[config.mk]
export PLATFORM = sky130hd
export DESIGN_NAME = scan_chain_controller_flat
export DESIGN_NICKNAME = d
export VERILOG_FILES = /design/src/rtl/scan_chain_controller_if.sv /design/src/rtl/scan_chain_controller.sv /design/src/flat_wrapper.sv
export SDC_FILE = /design/constraint.sdc
export NUM_CORES = 1
export LEC_CHECK = 0
export CAP_MARGIN = 25
export CORE_MARGIN = 2
export CORE_UTILIZATION = 30
export DETAILED_ROUTE_END_ITERATION = 8
export PLACE_DENSITY_LB_ADDON = 0.2
export SLEW_MARGIN = 20
export SYNTH_ARGS = -nofsm -noshare
export SYNTH_HDL_FRONTEND = slang
export SYNTH_SLANG_ARGS = --single-unit
[constraint.sdc]
create_clock -name clk -period 5.3 [get_ports clk]
set_input_delay 1.06 -clock clk [delete_from_list [all_inputs] [get_ports clk]]
set_output_delay 1.06 -clock clk [all_outputs]
set_load 0.02 [all_outputs]
[src/rtl/scan_chain_controller_if.sv]
// rtl/scan_chain_controller_if.sv - host byte stream handshake between host and scan chain controller
interface scan_chain_controller_if;
  logic [7:0] in_data;
  logic       in_valid;
  logic       in_ready;
  logic [7:0] out_data;
  logic       out_valid;
  logic       out_ready;

  modport master (
    output in_data, in_valid, out_ready,
    input  in_ready, out_data, out_valid
  );

  modport slave (
    input  in_data, in_valid, out_ready,
    output in_ready, out_data, out_valid
  );
endinterface

[src/rtl/scan_chain_controller.sv]
// rtl/scan_chain_controller.sv - byte-wise scan chain shifter between a host stream and a microcontroller chain
module scan_chain_controller #(
  parameter int CHAIN_LEN = 2096,
  parameter int CNT_W     = 12
) (
  input  logic                    clk,
  input  logic                    rst_n,
  input  logic                    start,
  input  logic                    run,
  scan_chain_controller_if.slave  host,
  output logic                    scan_enable,
  output logic                    scan_in,
  input  logic                    scan_out,
  output logic                    proc_en,
  output logic                    busy,
  output logic                    done
);

  typedef enum logic [2:0] {IDLE, LOAD, SHIFT, EMIT, FINISH} state_t;

  localparam logic [CNT_W-1:0] LEN       = CNT_W'(CHAIN_LEN);
  localparam logic [CNT_W-1:0] BYTE_BITS = CNT_W'(8);

  state_t           state_q, state_d;
  logic             run_q, run_d;
  logic [CNT_W-1:0] bits_q, bits_d;
  logic [3:0]       left_q, left_d;
  logic [3:0]       n_q, n_d;
  logic [7:0]       shift_q, shift_d;
  logic [7:0]       cap_q, cap_d;
  logic [7:0]       out_data_q, out_data_d;
  logic             scan_enable_q, scan_enable_d;
  logic             scan_in_q, scan_in_d;
  logic             proc_en_q, proc_en_d;
  logic             in_ready_q, in_ready_d;
  logic             out_valid_q, out_valid_d;
  logic             busy_q, busy_d;
  logic             done_q, done_d;

  logic [CNT_W-1:0] remaining;
  logic [3:0]       n_next;
  logic [7:0]       cap_next;

  always_comb begin
    state_d    = state_q;
    run_d      = run_q;
    bits_d     = bits_q;
    left_d     = left_q;
    n_d        = n_q;
    shift_d    = shift_q;
    cap_d      = cap_q;
    out_data_d = out_data_q;
    proc_en_d  = proc_en_q;

    remaining = LEN - bits_q;
    n_next    = (remaining >= BYTE_BITS) ? 4'd8 : remaining[3:0];
    cap_next  = {scan_out, cap_q[7:1]};

    case (state_q)
      IDLE: begin
        if (start) begin
          run_d     = run;
          bits_d    = '0;
          proc_en_d = 1'b0;
          state_d   = LOAD;
        end
      end
      LOAD: begin
        if (host.in_valid) begin
          shift_d = host.in_data;
          cap_d   = '0;
          n_d     = n_next;
          left_d  = n_next;
          state_d = SHIFT;
        end
      end
      SHIFT: begin
        shift_d = shift_q >> 1;
        cap_d   = cap_next;
        bits_d  = (bits_q == LEN) ? bits_q : bits_q + CNT_W'(1);
        left_d  = left_q - 4'd1;
        if (left_q == 4'd1) begin
          // A short final byte sits in the top bits; realign so bit 0 is the first bit out.
          out_data_d = cap_next >> (4'd8 - n_q);
          state_d    = EMIT;
        end
      end
      EMIT: begin
        if (host.out_ready) begin
          if (bits_q == LEN) begin
            proc_en_d = run_q;
            state_d   = FINISH;
          end else begin
            state_d = LOAD;
          end
        end
      end
      FINISH: state_d = IDLE;
      default: state_d = IDLE;
    endcase

    // Outputs are registered from the next state so they line up with state_q.
    scan_enable_d = (state_d == SHIFT);
    scan_in_d     = (state_d == SHIFT) ? shift_d[0] : 1'b0;
    in_ready_d    = (state_d == LOAD);
    out_valid_d   = (state_d == EMIT);
    busy_d        = (state_d != IDLE);
    done_d        = (state_d == FINISH);
  end

  always_ff @(posedge clk or negedge rst_n) begin
    if (!rst_n) begin
      state_q       <= IDLE;
      run_q         <= 1'b0;
      bits_q        <= '0;
      left_q        <= '0;
      n_q           <= '0;
      shift_q       <= '0;
      cap_q         <= '0;
      out_data_q    <= '0;
      scan_enable_q <= 1'b0;
      scan_in_q     <= 1'b0;
      proc_en_q     <= 1'b0;
      in_ready_q    <= 1'b0;
      out_valid_q   <= 1'b0;
      busy_q        <= 1'b0;
      done_q        <= 1'b0;
    end else begin
      state_q       <= state_d;
      run_q         <= run_d;
      bits_q        <= bits_d;
      left_q        <= left_d;
      n_q           <= n_d;
      shift_q       <= shift_d;
      cap_q         <= cap_d;
      out_data_q    <= out_data_d;
      scan_enable_q <= scan_enable_d;
      scan_in_q     <= scan_in_d;
      proc_en_q     <= proc_en_d;
      in_ready_q    <= in_ready_d;
      out_valid_q   <= out_valid_d;
      busy_q        <= busy_d;
      done_q        <= done_d;
    end
  end

  assign host.in_ready  = in_ready_q;
  assign host.out_valid = out_valid_q;
  assign host.out_data  = out_data_q;
  assign scan_enable    = scan_enable_q;
  assign scan_in        = scan_in_q;
  assign proc_en        = proc_en_q;
  assign busy           = busy_q;
  assign done           = done_q;

endmodule

[src/flat_wrapper.sv]
// flat-port wrapper written by rule: the top's interface ports become plain ports
module scan_chain_controller_flat 
#(
  parameter int CHAIN_LEN = 2096,
  parameter int CNT_W     = 12
)
  (clk, rst_n, start, run, scan_enable, scan_in, scan_out, proc_en, busy, done, host_in_data, host_in_valid, host_out_ready, host_in_ready, host_out_data, host_out_valid);
  scan_chain_controller_if host_i ();
  input  logic clk;
  input  logic rst_n;
  input  logic start;
  input  logic run;
  output logic scan_enable;
  output logic scan_in;
  input  logic scan_out;
  output logic proc_en;
  output logic busy;
  output logic done;
  input wire logic [$bits(host_i.in_data)-1:0] host_in_data;
  input wire logic [$bits(host_i.in_valid)-1:0] host_in_valid;
  input wire logic [$bits(host_i.out_ready)-1:0] host_out_ready;
  output wire logic [$bits(host_i.in_ready)-1:0] host_in_ready;
  output wire logic [$bits(host_i.out_data)-1:0] host_out_data;
  output wire logic [$bits(host_i.out_valid)-1:0] host_out_valid;
  assign host_i.in_data = host_in_data;
  assign host_i.in_valid = host_in_valid;
  assign host_i.out_ready = host_out_ready;
  assign host_in_ready = host_i.in_ready;
  assign host_out_data = host_i.out_data;
  assign host_out_valid = host_i.out_valid;
  scan_chain_controller #(.CHAIN_LEN(CHAIN_LEN), .CNT_W(CNT_W)) u_core (.clk(clk), .rst_n(rst_n), .start(start), .run(run), .host(host_i), .scan_enable(scan_enable), .scan_in(scan_in), .scan_out(scan_out), .proc_en(proc_en), .busy(busy), .done(done));
endmodule
==> results.md, run 1 <==
Worst setup path:
- Following the worst setup path forward leads to its endpoint at u_core.n_q[3].
- Data arrives at the worst endpoint at 3.01 ns.
- STA classifies the critical path startpoint as a flop.
- The endpoint identified for the worst register-to-register timing path is u_core.n_q[3].
- The critical path endpoint category is a flop.
- The launch point of the worst reg-to-reg path is u_core.bits_q[0].
- The maximum fanout along the worst path is 9.
- The worst setup path category is flop to flop.
- Data on the critical path is required at its endpoint by 5.49 ns.
- The critical path starts at u_core.bits_q[0].
- The worst register-to-register path has a setup slack of 2.48 ns.
- Measured in cells, the most critical reg-to-reg path has a length of 7.

CTS:
- The clock drives 54 sinks.
- The maximum count of clock buffers along a single path is 2.
- The count of buffers added by post-CTS timing repair for setup is 0.
- Gates resized during post-CTS repair numbered 0.
- The number of hold buffers added after CTS is 0.
- The number of H-tree branching levels is 2.
- The buffer cell driving the clock tree root is clkbuf_8.
- The insertion delay to the later sink of the worst-skew pair is 0.30 ns.
- The TritonCTS clock tree is built.
- The clock input transition at the sequential cells of the worst setup and hold paths is 0.10 ns.
- The number of clock buffers added by TritonCTS is 5.

Layout:
- The register cell area after layout is 1350 sq um.
- The area growth from synthesis to layout is 16.9%.
- The final core utilization is 35.9%.
- The total inserted antenna cells is 0.
- Fill cells in the final layout number 928.
- The post-route netlist has 6.73% of its cells at a drive strength greater than 1.
- In the final layout, the multi-input gates occupy 1320 sq um.
- The final cell area excluding filler cells is 3280 sq um.
- The number of nets in the finished design is 317.

STA:
- The slew at the pin closest to its max-slew limit is 0.886 ns.
- The worst setup margin is 2.48 ns.
- The minimum hold slack is 0.479 ns.
- The final count of negative-setup-slack endpoints is 0.
- The total count of max-transition violations in the final report is 0.
- Setup repair after global routing left no endpoint under its margin.
- The number of hold-slack violations in the final timing report is 0.
- The time the worst path needs with I/O delays and setup is 2.82 ns.
- The clock arrives with 0.00834 ns of skew.
- The achievable clock frequency is 354 MHz.
- Measured against its own limit, the worst slew margin works out to 40.2%.
- In the finished design, the share of the clock period the worst path needs comes to 53.2%.
- Summed over all failing endpoints, the final setup total negative slack is 0 ns.

Pwr:
- The share of total power dissipated in combinational logic is 40.5%.
- The total power per unit cell area is 476 nW/um^2.
- The highest ir drop seen on vdd is 236 uV.
- The clock group share of total power is 17.9%.
- The cell-internal power is 970 uW.
- The fraction of power spent switching nets is 37.8%.
- Summed over all nets, the switching power comes to 590 uW.
- The sequential fraction of design power is 41.5%.
- The static leakage power is 0.00143 uW.

Floorplanning:
- In this run the standard cell core region covers 9150 sq um.
- 30 I/O pins were placed.
- The floorplan step defined a die boundary enclosing 10100 sq um.
- The die height is 101 um.
- After floorplanning, the core was divided into 35 placement rows.
- The die width is 101 um.
- Once the floorplan was initialized, standard cells occupied 30.7% of the core.

Run status:
- The run finished with clean final reports.

Synth:
- Counting flops with a built-in enable in the synthesized netlist gives 0.
- The XOR/XNOR share of the synthesized area is 4.37%.
- The synthesized design contains 54 register bits.
- The Yosys step of the flow raised 0 warnings.
- Yosys attributes the largest share of cell area to dfrtp_1 (48%), mux2i_1 (3.9%), a22o_1 (3.4%).
- Summing every instance area after synthesis gives 2810 sq um.
- By count the netlist is led by dfrtp_1 (54), nor2_1 (24), nand2_1 (21).
- The dominant register cell in the synthesized netlist is dfrtp_1.
- The proportion of synthesized chip area in sequential cells is 48.1%.
- Each instance of the synthesized netlist takes up on average 10.2 sq um.
- The synthesized netlist cell count is 276.
- The post-synthesis compound-gate area fraction is 17.7%.
- The simple-gate area share of the yosys netlist is 15.9%.
- The number of distinct standard cells referenced by the synthesized netlist is 50.
- Counting flops with an async set or reset pin after synthesis yields a share of 100%.
- By instance count, the leading cell after synthesis is dfrtp_1.
- The adder-cell share of the synthesized area is 2.67%.
- The number of nets produced by synthesis is 297.
- The area fraction of the dominant cell type after synthesis is 48.1%.
- By area, the combinational part of the netlist is dominated by compound AO/OA/AOI/OAI gates.
- The post-synthesis cell type with the largest combined area is dfrtp_1.
- Of the post-synthesis cell area, the part taken by muxes is 6.46%.

Run:
- The tool flagged a number of max-cap violations equal to 0.

Routing:
- The average routed wire per standard cell is 14.1 um.
- The number of iterations in the first detailed-routing pass is 5.
- Dividing the detail-routed via count by the number of cells gives 5.11.
- After detailed routing, the total wire length is 5760 um.
- The number of nets with antenna violations after routing is 0.
- The count of routing violations after the opening detailed-route iteration is 123.
- In the routed design, unresolved DRC markers number 0.
- The number of vias in the routed layout is 2086.

Placed design:
- OpenSTA, run right after detailed placement, puts the worst setup slack at 2.17 ns.
- The placer congestion estimate is 0.753.
- The number of buffers inserted by port buffering is 29.
- The wire-length estimate of the detail-placed layout is 3950 um.
- The cell area after placement is 3170 sq um.

GRT:
- The via count of the first global-routing pass is 2044.
- Entering global routing, the biggest net connects 55 pins.
- The first global-routing pass estimated 9850 um of wire.
- The total overflow left after global routing is 0.
- The number of antenna violations at the first check in global routing is 0.
- Global routing used 12.0% of the available tracks across all layers.

Hold path:
- The tightest min-delay check is of the flop to flop type.
- The worst hold path cell count is 2.
cells by family (layout without fill, tap and decap cells):
| kind of cell | Yosys count | after routing |
|---|---|---|
| buffers and inverters | 33 | 54 |
| muxes | 16 | 16 |
| adders and majority gates | 6 | 6 |
| and+or+nand+nor | 86 | 86 |
| xor gates and xnor gates | 14 | 14 |
| DFF | 54 | 54 |
| AOI/OAI and AO/OA | 67 | 67 |
per-stage QoR:
stage	total power, uW	instances
2_1_floorplan	1100	276
6_report	1560	408
4_1_cts	1590	408
3_5_place_dp	1300	400
3_3_place_gp	1300	400
5_1_grt	1700	408
placed cells by master (no fill, tap or decap), types with 2 or more instances in the layout:
master / netlist / final
a21oi_1: 5 / 5
a222oi_1: 6 / 6
a22o_1: 11 / 11
a32o_1: 2 / 2
and2_1: 4 / 4
and3_1: 6 / 6
and4_1: 4 / 4
buf_4: 0 / 2
clkbuf_8: 0 / 5
clkdlybuf4s50_1: 0 / 28
dfrtp_1: 54 / 54
ha_1: 6 / 6
inv_1: 15 / 15
mux2_2: 3 / 3
mux2i_1: 11 / 11
nand2_1: 21 / 21
nand2b_1: 3 / 3
nand3_1: 2 / 2
nand3b_1: 2 / 2
nor2_1: 24 / 24
nor2b_1: 3 / 3
nor3_1: 6 / 6
nor3b_1: 4 / 4
o2111ai_1: 4 / 4
o211ai_1: 3 / 3
o21ai_0: 19 / 19
o22ai_1: 4 / 4
o31ai_1: 3 / 3
xnor2_1: 3 / 3
xor2_1: 11 / 11
power groups by stage:
stage	registers [uW]	logic [uW]	clock network (uW)
after floorplan	671	425	0
after global placement	658	639	0
after detailed placement	658	642	0
after CTS	650	644	294
after global routing	671	718	310
final	648	632	280
worst max-delay path, cell delays in order (launching register included):
cell and delay (ns):
dfrtp_1 0.50, inv_1 0.12, ha_1 0.18, nor3b_1 0.50, nor4bb_1 0.39, o31ai_1 0.12, or4_1 0.59, mux2_4 0.32
worst min-delay path by stage:
stage | from | end | slack (ns)
global route | u_core.shift_q[0] | u_core.shift_q[0] | 0.51
floorplan | u_core.shift_q[0] | u_core.shift_q[0] | 0.43
CTS | u_core.shift_q[0] | u_core.shift_q[0] | 0.48
detailed placement | u_core.shift_q[0] | u_core.shift_q[0] | 0.46
finish | u_core.shift_q[0] | u_core.shift_q[0] | 0.48
global placement | u_core.shift_q[0] | u_core.shift_q[0] | 0.45
metal layers:
metal	routed length, um	track usage, %
met5	0	0
met4	25	2.85
met3	145	2.15
met2	2690	18.6
met1	2900	17.4
layout make-up:
cell class / instances / share of cell area (%)
Clock buffer: 5 / 2.10
Timing Repair Buffer: 31 / 9.15
Inverter: 15 / 1.72
Clock inverter: 3 / 1.33
Sequential cell: 54 / 41.2
Tap cell: 111 / 4.23
Multi-Input combinational cell: 189 / 40.3
state kept, by name (all words and copies together), names as in the netlist, 3 cells and up:
register / flops
u_core.bits_q: 12
u_core.host.out_data: 8
u_core.shift_q: 8
u_core.cap_q: 7
u_core.left_q: 4
u_core.n_q: 4
u_core.state_q: 3
Note: power is estimated with default switching activity, not from simulation.
==> inputs of run 2 (changes only) <==
==> constraint.sdc (replaced) <==
create_clock -name clk -period 2.7 [get_ports clk]
set_input_delay 0.54 -clock clk [delete_from_list [all_inputs] [get_ports clk]]
set_output_delay 0.54 -clock clk [all_outputs]
set_load 0.02 [all_outputs]
==> results.md, run 2 (same netlist as run 1, synthesis figures left out) <==
GRT:
- The via count of the first global-routing pass is 2118.
- The number of antenna violations at the first check in global routing is 0.
- Global routing finished with a remaining overflow of 0.
- The pin count of the biggest net entering global routing is 32.
- The first global-routing pass estimated 10400 um of wire.
- Global routing consumed, over all layers together, 12.9% of the routing resources.

STA:
- The smallest clock period supported by the final layout is computed as 2.48 ns.
- The total count of max-transition violations in the final report came to 0.
- Setup repair after global routing left no endpoint under its margin.
- The final setup skew is 0.00794 ns.
- The slew at the pin closest to its max-slew limit is 0.709 ns.
- The number of hold-slack violations in the final timing report is 0.
- Hold is met by 0.274 ns.
- In this run the tightest slew margin relative to its limit is 52.7%.
- Setup violations remaining at the end of the flow were counted as 0.
- The summed negative setup slack over all endpoints is 0 ns.
- The achievable clock frequency is 403 MHz.
- The share of the clock period used by the worst path is 92.0%.

CTS:
- The insertion delay to the later sink of the worst-skew pair is 0.31 ns.
- The number of clock sinks is 54.
- The H-tree generated during clock tree synthesis spans 2 levels.
- Counting the buffers created by CTS gives 5.
- The number of hold buffers added after CTS is 0.
- The maximum count of clock buffers along a single path is 2.
- The buffer cell driving the clock tree root is clkbuf_8.
- TritonCTS built the clock tree.
- The clock input transition at the sequential cells of the worst setup and hold paths is 0.10 ns.

Worst setup path:
- The reg2reg setup slack is 0.22 ns.
- The worst register-to-register path has a depth of 7.
- Traced cell by cell, the critical path runs through inv_1 > ha_1 > nor3b_2 > nor4bb_1 > o31ai_1 > or4_1 > mux2_4.
- Along the worst path, the maximum fanout reaches 8.
- The data required time of the critical path is 2.90 ns.
- Among all stages on the critical path, the largest delay is contributed by or4_1.
- STA classifies the critical path startpoint as a flop.
- STA classifies the critical path endpoint as a flop.
- The highest cell delay on the worst timing path is 0.57 ns.
- The arrival time at the worst endpoint is 2.68 ns.
- The worst setup path category is flop to flop.

Floorplanning:
- The starting density of the core is 30.7%.
- In this run the horizontal extent of the chip is 101 um.
- The floorplan has 35 rows.
- The total area inside the core boundary comes to 9150 sq um.
- The die height is 101 um.
- The top-level I/O count is 30.
- The die outline area is 10100 sq um.

Layout:
- The post-route netlist has 10.4% of its cells at a drive strength greater than 1.
- Leaving out fill and tap cells, the most frequent cells in the layout are dfrtp_1 (54), clkdlybuf4s50_1 (28), nor2_1 (24).
- Ranked by flip-flop count, first place goes to u_core.bits_q.
- In the final design database the tool counted 329 nets.
- The register with the most flip-flops in the layout has 12 of them.
- The multi-input combinational cells in the finished layout cover a total of 1330 sq um.
- Fill cells in the final layout number 953.
- The number of antenna diodes in the final layout is 0.
- Cells fill 36.6% of the core in the end.
- After routing the design area is 3350 sq um.
- The layout overhead on the synthesized area is 19.2%.
- The register cell area after layout is 1350 sq um.
- The library cell used most frequently in the layout, excluding fill and tap cells, is dfrtp_1.

Run:
- The reported max-cap violation count is 0.

Routing:
- The count of routing violations after the opening detailed-route iteration is 109.
- Dividing the detail-routed wire length by the instance count gives 14.4 um.
- The final routed wirelength across all metal layers is 6040 um.
- The number of vias in the routed layout is 2140.
- In this run the remaining antenna-violating nets after routing total 0.
- After detailed routing, the number of remaining DRC violations is 0.
- The number of iterations in the first detailed-routing pass is 7.
- After detailed routing, the number of vias per cell comes to 5.11.

Placed design:
- The cell area after placement is 3260 sq um.
- The number of buffers inserted by port buffering is 29.
- At the end of routability-driven placement, the weighted congestion stood at 0.756.
- The total half-perimeter wirelength after legalization and detailed placement is 4340 um.

Pwr:
- Power spread over the standard cell area amounts to 921 nW/um^2.
- The highest ir drop seen on vdd is 405 uV.
- The static leakage power is 0.00148 uW.

Run status:
- The run finished with clean final reports.

Hold path:
- The min-delay analysis places its worst path in the category input port to async pin.
==> run 2: cell types whose count changed in the layout (fill, tap and decap cells not counted) <==
cell / before / now
nor3b_2: 0 / 1
nor3b_1: 4 / 3
buf_4: 2 / 14
bufinv_16: 1 / 0
==> run 2: power by group <==
group          switching [uW]  internal, uW
sequential                179          1060
clock                     273           180
combinational             749           640
total                    1200          1880
==> run 2: timing repair <==
action,CTS,global route
buffers inserted,0,0
resized for setup,0,1
endpoints found under the setup margin,0,1
endpoints found under the hold margin,0,0
==> run 2: metrics by stage <==
stage	std cells	total power (uW)	setup slack, ns
2_1_floorplan	276	2150	0.198
3_3_place_gp	412	2640	0.230
3_5_place_dp	412	2660	0.141
4_1_cts	419	3130	0.0734
5_1_grt	419	3340	0.0917
6_report	419	3080	0.216
==> run 2: final timing paths <==
| path | start | endpoint |
|---|---|---|
| hold / removal | rst_n | u_core.host.out_data[3] |
| max in group asynchronous | rst_n | u_core.host.out_valid |
| setup reg to reg | u_core.bits_q[1] | u_core.n_q[3] |
| setup / recovery | u_core.bits_q[1] | u_core.n_q[3] |
| hold reg to reg | u_core.shift_q[0] | u_core.shift_q[0] |
| min in group clk | u_core.shift_q[0] | u_core.shift_q[0] |
==> run 2: worst max-delay path: cells and delay by family, from the launching register on <==
family	cells	cell delay (ns)
AOI/OAI and AO/OA	1	0.13
adders and majority gates	1	0.17
buffers and inverters	1	0.11
DFF	1	0.46
muxes	1	0.32
and+or+nand+nor	3	1.17
==> run 2: cell type report <==
type                    count  area share, %
well taps                 111           4.15
multi-input cells         189           39.7
inverters                  15           1.68
flip-flops and latches     54           40.4
clock inverters             2          0.411
clock buffers               5           2.06
repair buffers             43           11.7
==> run 2: per-layer routing <==
metal	GRT usage, %	share of wire, %	vias up
li1	-	-	1055
met1	17.6	48	1042
met2	20.8	48	37
met3	2.91	3.7	6
met4	3.16	1.2	0
met5	0	0	-
==> inputs of run 3 (changes only) <==
--- a/config.mk
+++ b/config.mk
@@ -5,10 +5,11 @@
 export SDC_FILE = /design/constraint.sdc
 export NUM_CORES = 1
 export LEC_CHECK = 0
-export CAP_MARGIN = 25
+export CAP_MARGIN = 20
 export CORE_MARGIN = 2
 export CORE_UTILIZATION = 30
 export DETAILED_ROUTE_END_ITERATION = 8
+export MAX_ROUTING_LAYER = met4
 export PLACE_DENSITY_LB_ADDON = 0.2
 export SLEW_MARGIN = 20
 export SYNTH_ARGS = -nofsm -noshare
==> constraint.sdc (replaced) <==
create_clock -name clk -period 2.9 [get_ports clk]
set_input_delay 0.58 -clock clk [delete_from_list [all_inputs] [get_ports clk]]
set_output_delay 0.58 -clock clk [all_outputs]
set_load 0.02 [all_outputs]
==> results.md, run 3 (same netlist as run 1, synthesis figures left out) <==
Run status:
- The run finished with clean final reports.

STA:
- On the final layout, the worst hold slack is 0.365 ns.
- For the final routed database, the setup TNS stands at 0 ns.
- The total count of max-transition violations in the final report is 0.
- At the pin with the least slew margin, the transition time is 0.703 ns.
- The worst slew margin relative to its limit is 53.1%.
- Derived from the worst setup path, the maximum achievable clock frequency is 404 MHz.
- Dividing the final minimum period by the clock period gives 85.4%.
- For the finished layout, the period the worst path requires is 2.48 ns.
- Setup repair after global routing left no endpoint under its margin.
- The final setup skew is 0.00490 ns.
- The number of hold-slack violations in the final timing report was 0.
- Setup violations remaining at the end of the flow were counted as 0.

Layout:
- The final core utilization is 36.2%.
- The most common library cell in the layout ignoring fill and taps is dfrtp_1.
- The number of antenna diodes in the final layout is 0.
- After routing the design area is 3310 sq um.
- In the layout the commonest cells are dfrtp_1 (54), clkdlybuf4s50_1 (28), nor2_1 (24).
- The register with the most flip-flops is u_core.bits_q.
- From synthesis to final layout, the design area changed by 18.0%.
- Cells with a size suffix above 1 make up 8.91% of the layout.
- The register with the most flip-flops in the layout has 12 of them.
- The number of nets in the finished design is 323.

Placed design:
- The cell area after placement is 3210 sq um.
- The total half-perimeter wirelength after legalization and detailed placement is 4110 um.
- The placer congestion estimate is 0.771.
- Input and output buffers added on the ports amount to 29.

CTS:
- The clock tree synthesis step divided the H-tree into 2 levels.
- The insertion delay to the later sink of the worst-skew pair is 0.32 ns.
- The maximum count of clock buffers along a single path is 2.
- The TritonCTS clock tree is built.
- Clock tree synthesis found a total of 54 sinks.
- In this run, CTS created clock tree buffers numbering 5.
- The clock input transition at the sequential cells of the worst setup and hold paths is 0.10 ns.
- The cell sitting at the root of the clock tree is a clkbuf_8.

Floorplanning:
- The die height is 101 um.
- Once the floorplan was initialized, standard cells occupied 30.7% of the core.
- The die width is 101 um.
- The floorplan step defined a die boundary enclosing 10100 sq um.
- In this run the core area contains 35 standard-cell rows.
- For this design the top-level I/O count stands at 30.
- After floorplanning, the core was sized to cover 9150 sq um.

Worst setup path:
- The data required time of the critical path is 3.11 ns.
- STA classifies the critical path startpoint as a flop.
- The critical path endpoint category is a flop.
- The path depth of the worst reg2reg path is 7.
- Of all nets on the critical path, the largest fanout is 8.
- The worst setup path category is flop to flop.
- STA puts the critical path data arrival time at 2.69 ns.

Routing:
- The detail route stage leaves a number of antenna-violating nets equal to 0.
- The post-detailed-route DRC marker count is 0.
- The number of iterations in the first detailed-routing pass is 4.
- After detailed routing, the total wire length is 5900 um.
- The first routing iteration left 127 violations.
- The number of vias in the routed layout is 2130.
- The vias per cell is 5.14.
- In the final routed layout, each cell accounts on average for 14.3 um.

Pwr:
- The static leakage power is 0.00145 uW.
- The final total power is 2850 uW.
- Dividing total power by cell area gives a power density of 862 nW/um^2.
- The highest ir drop seen on vdd is 383 uV.

Run:
- Across the run, the number of max-cap violations was 0.

Hold path:
- The worst hold-check path type is input port to async pin.

GRT:
- The number of antenna violations at the first check in global routing was 0.
- The pin count of the biggest net entering global routing is 55.
- The via count of the first global-routing pass was 2038.
- The global-route congestion overflow total is 0.
- The first-pass GRT wire length is 10200 um.
- Global routing consumed, over all layers together, 13.0% of the routing resources.
run 3: changes by cell type in the layout (fill, tap and decap cells not counted):
cell | before | now
buf_4 | 14 | 8
clkinv_2 | 1 | 0
clkinv_4 | 0 | 1
clkinvlp_4 | 0 | 1
run 3: stage by stage:
| stage | setup slack [ns] | instances |
|---|---|---|
| after global routing | 0.169 | 414 |
| final | 0.423 | 414 |
| after CTS | 0.154 | 414 |
| after detailed placement | 0.216 | 406 |
| after global placement | 0.299 | 406 |
| after floorplan | 0.398 | 276 |
run 3: power by group:
part | switching [uW] | internal [uW]
Sequential | 184 | 989
Clock | 269 | 175
Combinational | 668 | 570
Total | 1120 | 1730
run 3: worst paths after layout:
check / from / endpoint / slack [ns]
hold reg to reg: u_core.shift_q[0] / u_core.shift_q[0] / 0.48
setup / recovery: u_core.bits_q[1] / u_core.n_q[3] / 0.42
setup reg to reg: u_core.bits_q[1] / u_core.n_q[3] / 0.42
min in group clk: u_core.shift_q[0] / u_core.shift_q[0] / 0.48
max in group asynchronous: rst_n / u_core.shift_q[2] / 2.05
hold / removal: rst_n / u_core.host.out_data[3] / 0.37
run 3: layer usage:
metal | vias to the layer above | GRT usage (%) | routed length [um]
li1 | 1044 | - | -
met1 | 1044 | 17.6 | 2950
met2 | 33 | 19.8 | 2740
met3 | 9 | 2.29 | 146
met4 | 0 | 4.11 | 66
met5 | - | - | 0
run 3: worst max-delay path: stages, from the launching register on:
cell,delay [ns]
dfrtp_1,0.46
inv_1,0.10
ha_1,0.17
nor3b_2,0.32
o21ai_0,0.19
mux2i_1,0.14
or4_1,0.68
mux2_4,0.31
run 3: layout make-up:
class                   instances  area [sq um]
clock inverters                 3          25.0
well taps                     111           139
clock buffers                   5          68.8
inverters                      15          56.3
fillers                       953          5840
flip-flops and latches         54          1350
repair buffers                 37           345
multi-input cells             189          1330
run 3: what timing repair did:
action	in CTS	in global routing
hold buffers	0	0
buffers inserted	0	0
resized for setup	0	1
setup endpoints to repair	0	3
==> RTL change 1, RTL diff (config.mk and constraints of run 2) <==
Encoding of `state_t`: now Gray code (3 bits for 5 states).
--- a/src/rtl/scan_chain_controller.sv
+++ b/src/rtl/scan_chain_controller.sv
@@ -18,3 +18,3 @@
 
-  typedef enum logic [2:0] {IDLE, LOAD, SHIFT, EMIT, FINISH} state_t;
+  typedef enum logic [2:0] {IDLE = 3'b000, LOAD = 3'b001, SHIFT = 3'b011, EMIT = 3'b010, FINISH = 3'b110} state_t;
 
Check against the original RTL: no difference found for any inputs over 10 cycles, from zero or initial values and one cycle with rst_n low; not proved beyond that.
==> RTL change 1 against run 2 <==
Clock skew hardly changed; clock power is 3% higher; non-clock buffer count is 3 lower; sequential cell count is 1 lower; highest routed layer unchanged; routed wire length is 3.6% higher; area after synthesis is 0.53% higher; combinational power is 7% higher; critical path type unchanged; power is 9.9% higher; cell area is 1.6% lower; setup slack better by 0.29 ns; utilization is 0.77 points lower; first-iteration DRC count is 47% lower.
==> RTL change 1: results (changes against run 2) <==
Status: finished, final reports clean (unchanged)
Via count: 2148 (was 2140)
TritonCTS Buffers: 5 (unchanged)
N_diodes: 0 (unchanged)
Post-synthesis mux area share: 4.70% (was 6.46%)
Clock Skews: 0.00766 ns (was 0.00794 ns)
Global router's overall resource usage: 12.7% (was 12.9%)
R2R Path Start: u_core.left_q[1] (was u_core.bits_q[1])
First DRT Iteration DRCs: 58 (was 109)
VDD IR max: 0.309 mV (was 0.405 mV)
Post-synth top cells: dfrtp_1, nand2_1, nor2_1 (was dfrtp_1, nor2_1, nand2_1)
Wirelength per Cell: 14.8 um (was 14.4 um)
Met3 Wirelength: 166 um (was 221 um)
Compound-Gate Fraction of Synth Area: 16.7% (was 17.7%)
Routability cong.: 0.776 (was 0.756)
First-pass GRT wire length: 10300 um (was 10400 um)
Pleak: 1.39 nW (was 1.48 nW)
Reg2Reg Capture Point: u_core.host.out_data[7] (was u_core.n_q[3])
Post-DP HPWL: 4460 um (was 4340 um)
Syn Inst Count: 281 (was 276)
Post-Synth Adder-Cell Area: 2.66% (was 2.67%)
Synth top area cells: dfrtp_1, nand2_1, o21ai_0, a22o_1, nor2_1 (was dfrtp_1, mux2i_1, a22o_1, xor2_1, o21ai_0)
Reg2reg path depth: 6 (was 7)
Layout fillers: 945 (was 953)
Yosys cell types: 49 (was 50)
Post-synthesis sequential area ratio: 47.0% (was 48.1%)
Ratio of cells with drive above 1 in the final layout: 8.68% (was 10.4%)
XOR/XNOR share of the synthesized area: 3.41% (was 4.37%)
Hold slack final: 0.182 ns (was 0.274 ns)
Worst-Margin Slew: 0.663 ns (was 0.709 ns)
Register area: 1330 um^2 (was 1350 um^2)
Crit path max fanout: 5 (was 8)
WL met2: 2910 um (was 2870 um)
Nets: 332 (was 329)
Drt pass-1 iters: 4 (was 7)
Syn_nets: 302 (was 297)
WL met1: 3070 um (was 2880 um)
CP arrival: 2.43 ns (was 2.68 ns)
-- RTL change 1: worst max-delay path, cell delays in order, from the launching register on --
cell      delay, ns
dfrtp_1        0.39
inv_1          0.10
ha_1           0.14
nor4bb_1       0.60
nand3_1        0.36
nor2b_1        0.33
a32o_1         0.21
-- RTL change 1: kinds of logic (layout without fill, tap and decap cells) --
family / after synthesis / in the layout
AO/OA/AOI/OAI: 70 / 70
XOR/XNOR: 11 / 11
adder cells (fa/ha/maj): 6 / 6
buffers and inverters: 26 / 56
flip-flops: 53 / 53
multiplexers: 9 / 9
AND/OR/NAND/NOR: 106 / 106
-- RTL change 1: power breakdown --
part,internal [mW],total (mW),switching (mW),leakage (nW)
Clock,0.204,0.467,0.264,0.0433
Sequential,1.10,1.43,0.333,0.677
Combinational,0.695,1.49,0.794,0.674
Total,2.00,3.39,1.39,1.39
-- RTL change 1: layout make-up --
type	count	area share, %
clock buffers	6	2.51
clock inverters	1	0.228
inverters	9	1.03
multi-input cells	202	40.6
flip-flops and latches	53	40.3
well taps	111	4.22
repair buffers	40	11.2
-- RTL change 1: per-layer routing --
metal  track usage (%)  up-vias
li1                  -     1060
met1              17.1     1056
met2              20.5       25
met3              2.36        7
met4              4.26        0
met5                 0        -
-- RTL change 1: worst max-delay path by stage --
stage	startpoint	endpoint	slack, ns	cells past startpoint
after CTS	u_core.left_q[1]	u_core.host.out_data[7]	0.50	6
after floorplan	u_core.n_q[0]	u_core.host.out_data[0]	0.42	10
final	u_core.left_q[1]	u_core.host.out_data[7]	0.51	6
after global routing	u_core.left_q[1]	u_core.scan_in	0.34	6
after global placement	host_in_valid	u_core.n_q[0]	0.37	6
after detailed placement	host_in_valid	u_core.n_q[0]	0.35	6
==> RTL change 2, RTL diff (settings of run 2) <==
Without the edit above. `CNT_W` is set to 12 in 2 places; all go to 24.
--- a/src/rtl/scan_chain_controller.sv
+++ b/src/rtl/scan_chain_controller.sv
@@ -3,3 +3,3 @@
   parameter int CHAIN_LEN = 2096,
-  parameter int CNT_W     = 12
+  parameter int CNT_W     = 24
 ) (
--- a/src/flat_wrapper.sv
+++ b/src/flat_wrapper.sv
@@ -4,3 +4,3 @@
   parameter int CHAIN_LEN = 2096,
-  parameter int CNT_W     = 12
+  parameter int CNT_W     = 24
 )
Function: same outputs for any inputs over 10 cycles, from zero or initial values and one cycle with rst_n low; that may be too few to reach the edited logic, so the function may still have changed.
==> RTL change 2 against run 2 <==
Cell area rose by 49%; utilization rose by 2.8 points; global-route usage rose by 1.4 points; area after synthesis rose by 39%; synthesized cell count rose by 50%; sequential cell count rose by 12; routed wire length rose by 55%; clock power rose to 2.7 times the old value; largest cell class is now multi-input combinational cells; via count rose by 53%; power rose by 37%; setup slack got worse by 0.16 ns.
==> RTL change 2: results (changes against run 2) <==
Largest stage delay, worst path: 0.61 ns (was 0.57 ns)
Sequential fraction of design power: 33.8% (was 40.3%)
Pleak: 2.16 nW (was 1.48 nW)
Multi-In Gates: 301 (was 189)
First-pass GRT wire length: 16300 um (was 10400 um)
Post-synthesis sequential area ratio: 42.2% (was 48.1%)
Hold WC Path Type: input port to async pin (unchanged)
Status: finished, final reports clean (unchanged)
Clk_lat worst skew: 0.33 ns (was 0.31 ns)
Crit path max fanout: 6 (was 8)
Routability cong.: 0.851 (was 0.756)
Largest net degree at the start of global routing: 43 (was 32)
GR Util met2: 22.8% (was 20.8%)
P_clk: 1.23 mW (was 0.453 mW)
Clock buffer count: 11 (was 5)
Max FFs per register: 24 (was 12)
Nets: 484 (was 329)
Root buffer selected by CTS: clkbuf_16 (was clkbuf_8)
FFs & Latches: 66 (was 54)
Met1 GRT Util: 19.2% (was 17.6%)
Met3 Resource Use GR: 3.62% (was 2.91%)
Clock Skews: 0.00649 ns (was 0.00794 ns)
Initial antenna violation count: 0 (unchanged)
Post-DP HPWL: 6830 um (was 4340 um)
TritonCTS Buffers: 9 (was 5)
Syn_nets: 434 (was 297)
WL met2: 4340 um (was 2870 um)
Layout fillers: 1290 (was 953)
Worst-Margin Slew: 0.634 ns (was 0.709 ns)
Yosys cell types: 64 (was 50)
Net load switching power: 1.46 mW (was 1.20 mW)
Switch share: 34.5% (was 38.9%)
Vias per inst: 5.11 (about the same)
Synth top area cells: dfrtp_1, xor2_1, nand2_1, nor2_1, xnor2_1 (was dfrtp_1, mux2i_1, a22o_1, xor2_1, o21ai_0)
Non-clock buffer share of cell area: 12.5% (was 11.7%)
H-tree depth: 3 (was 2)
Vias in the first global route: 3215 (was 2118)
Worst-path clk slew: 0.06 ns (was 0.10 ns)
Area of the multi-input gates: 2130 um^2 (was 1330 um^2)
Drt pass-1 iters: 4 (was 7)
Clock Path Buffers: 2 (unchanged)
Post CTS Setup Buffer Count: 1 (was 0)
Ratio of cells with drive above 1 in the final layout: 18.2% (was 10.4%)
Number of non-clock buffers: 70 (was 43)
Global router's overall resource usage: 14.3% (was 12.9%)
Post_cts resized: 7 (was 0)
Met3 Wirelength: 301 um (was 221 um)
Slowest CP cell: or4_4 (was or4_1)
## RTL change 2: cell count changes after synthesis, sizes merged, moves of 7 or more
| cell | before | now |
|---|---|---|
| nand2 | 21 | 43 |
| nor2 | 24 | 37 |
| dfrtp | 54 | 66 |
| buf | 4 | 15 |
| a21oi | 5 | 14 |
| o211ai | 3 | 12 |
| xnor2 | 3 | 11 |
| xor2 | 11 | 19 |
| a22oi | 1 | 8 |
## RTL change 2: cell families (layout without fill, tap and decap cells)
kind of cell / after synthesis / in the layout / synth area share, %
DFF: 66 / 66 / 42.2
adders and majority gates: 6 / 6 / 1.92
and+or+nand+nor: 155 / 155 / 20.2
AOI/OAI and AO/OA: 100 / 100 / 19.7
xor gates and xnor gates: 30 / 30 / 6.72
buffers and inverters: 46 / 101 / 5.73
muxes: 10 / 10 / 3.52
## RTL change 2: final timing paths
path	slack [ns]	startpoint	to	cells past startpoint
min in group clk	0.47	u_core.host.out_data[0]	u_core.host.out_data[0]	2
max in group asynchronous	1.87	rst_n	u_core.shift_q[7]	2
worst min register to register	0.47	u_core.host.out_data[0]	u_core.host.out_data[0]	2
worst max-delay path	0.06	u_core.bits_q[6]	u_core.n_q[2]	6
worst max register to register	0.06	u_core.bits_q[6]	u_core.n_q[2]	6
worst min-delay path	0.20	rst_n	u_core.proc_en	1
## RTL change 2: per-stage QoR
| stage | hold WS [ns] | worst slack [ns] | std cells | instance area, um^2 |
|---|---|---|---|---|
| final | 0.203 | 0.0568 | 640 | 4980 |
| after global placement | 0.456 | -0.122 | 624 | 4600 |
| after floorplan | 0.244 | 0.00381 | 413 | 3910 |
| after detailed placement | 0.456 | -0.139 | 624 | 4600 |
| after global routing | 0.253 | -0.0356 | 640 | 4980 |
| after CTS | 0.227 | 0.00329 | 641 | 4950 |
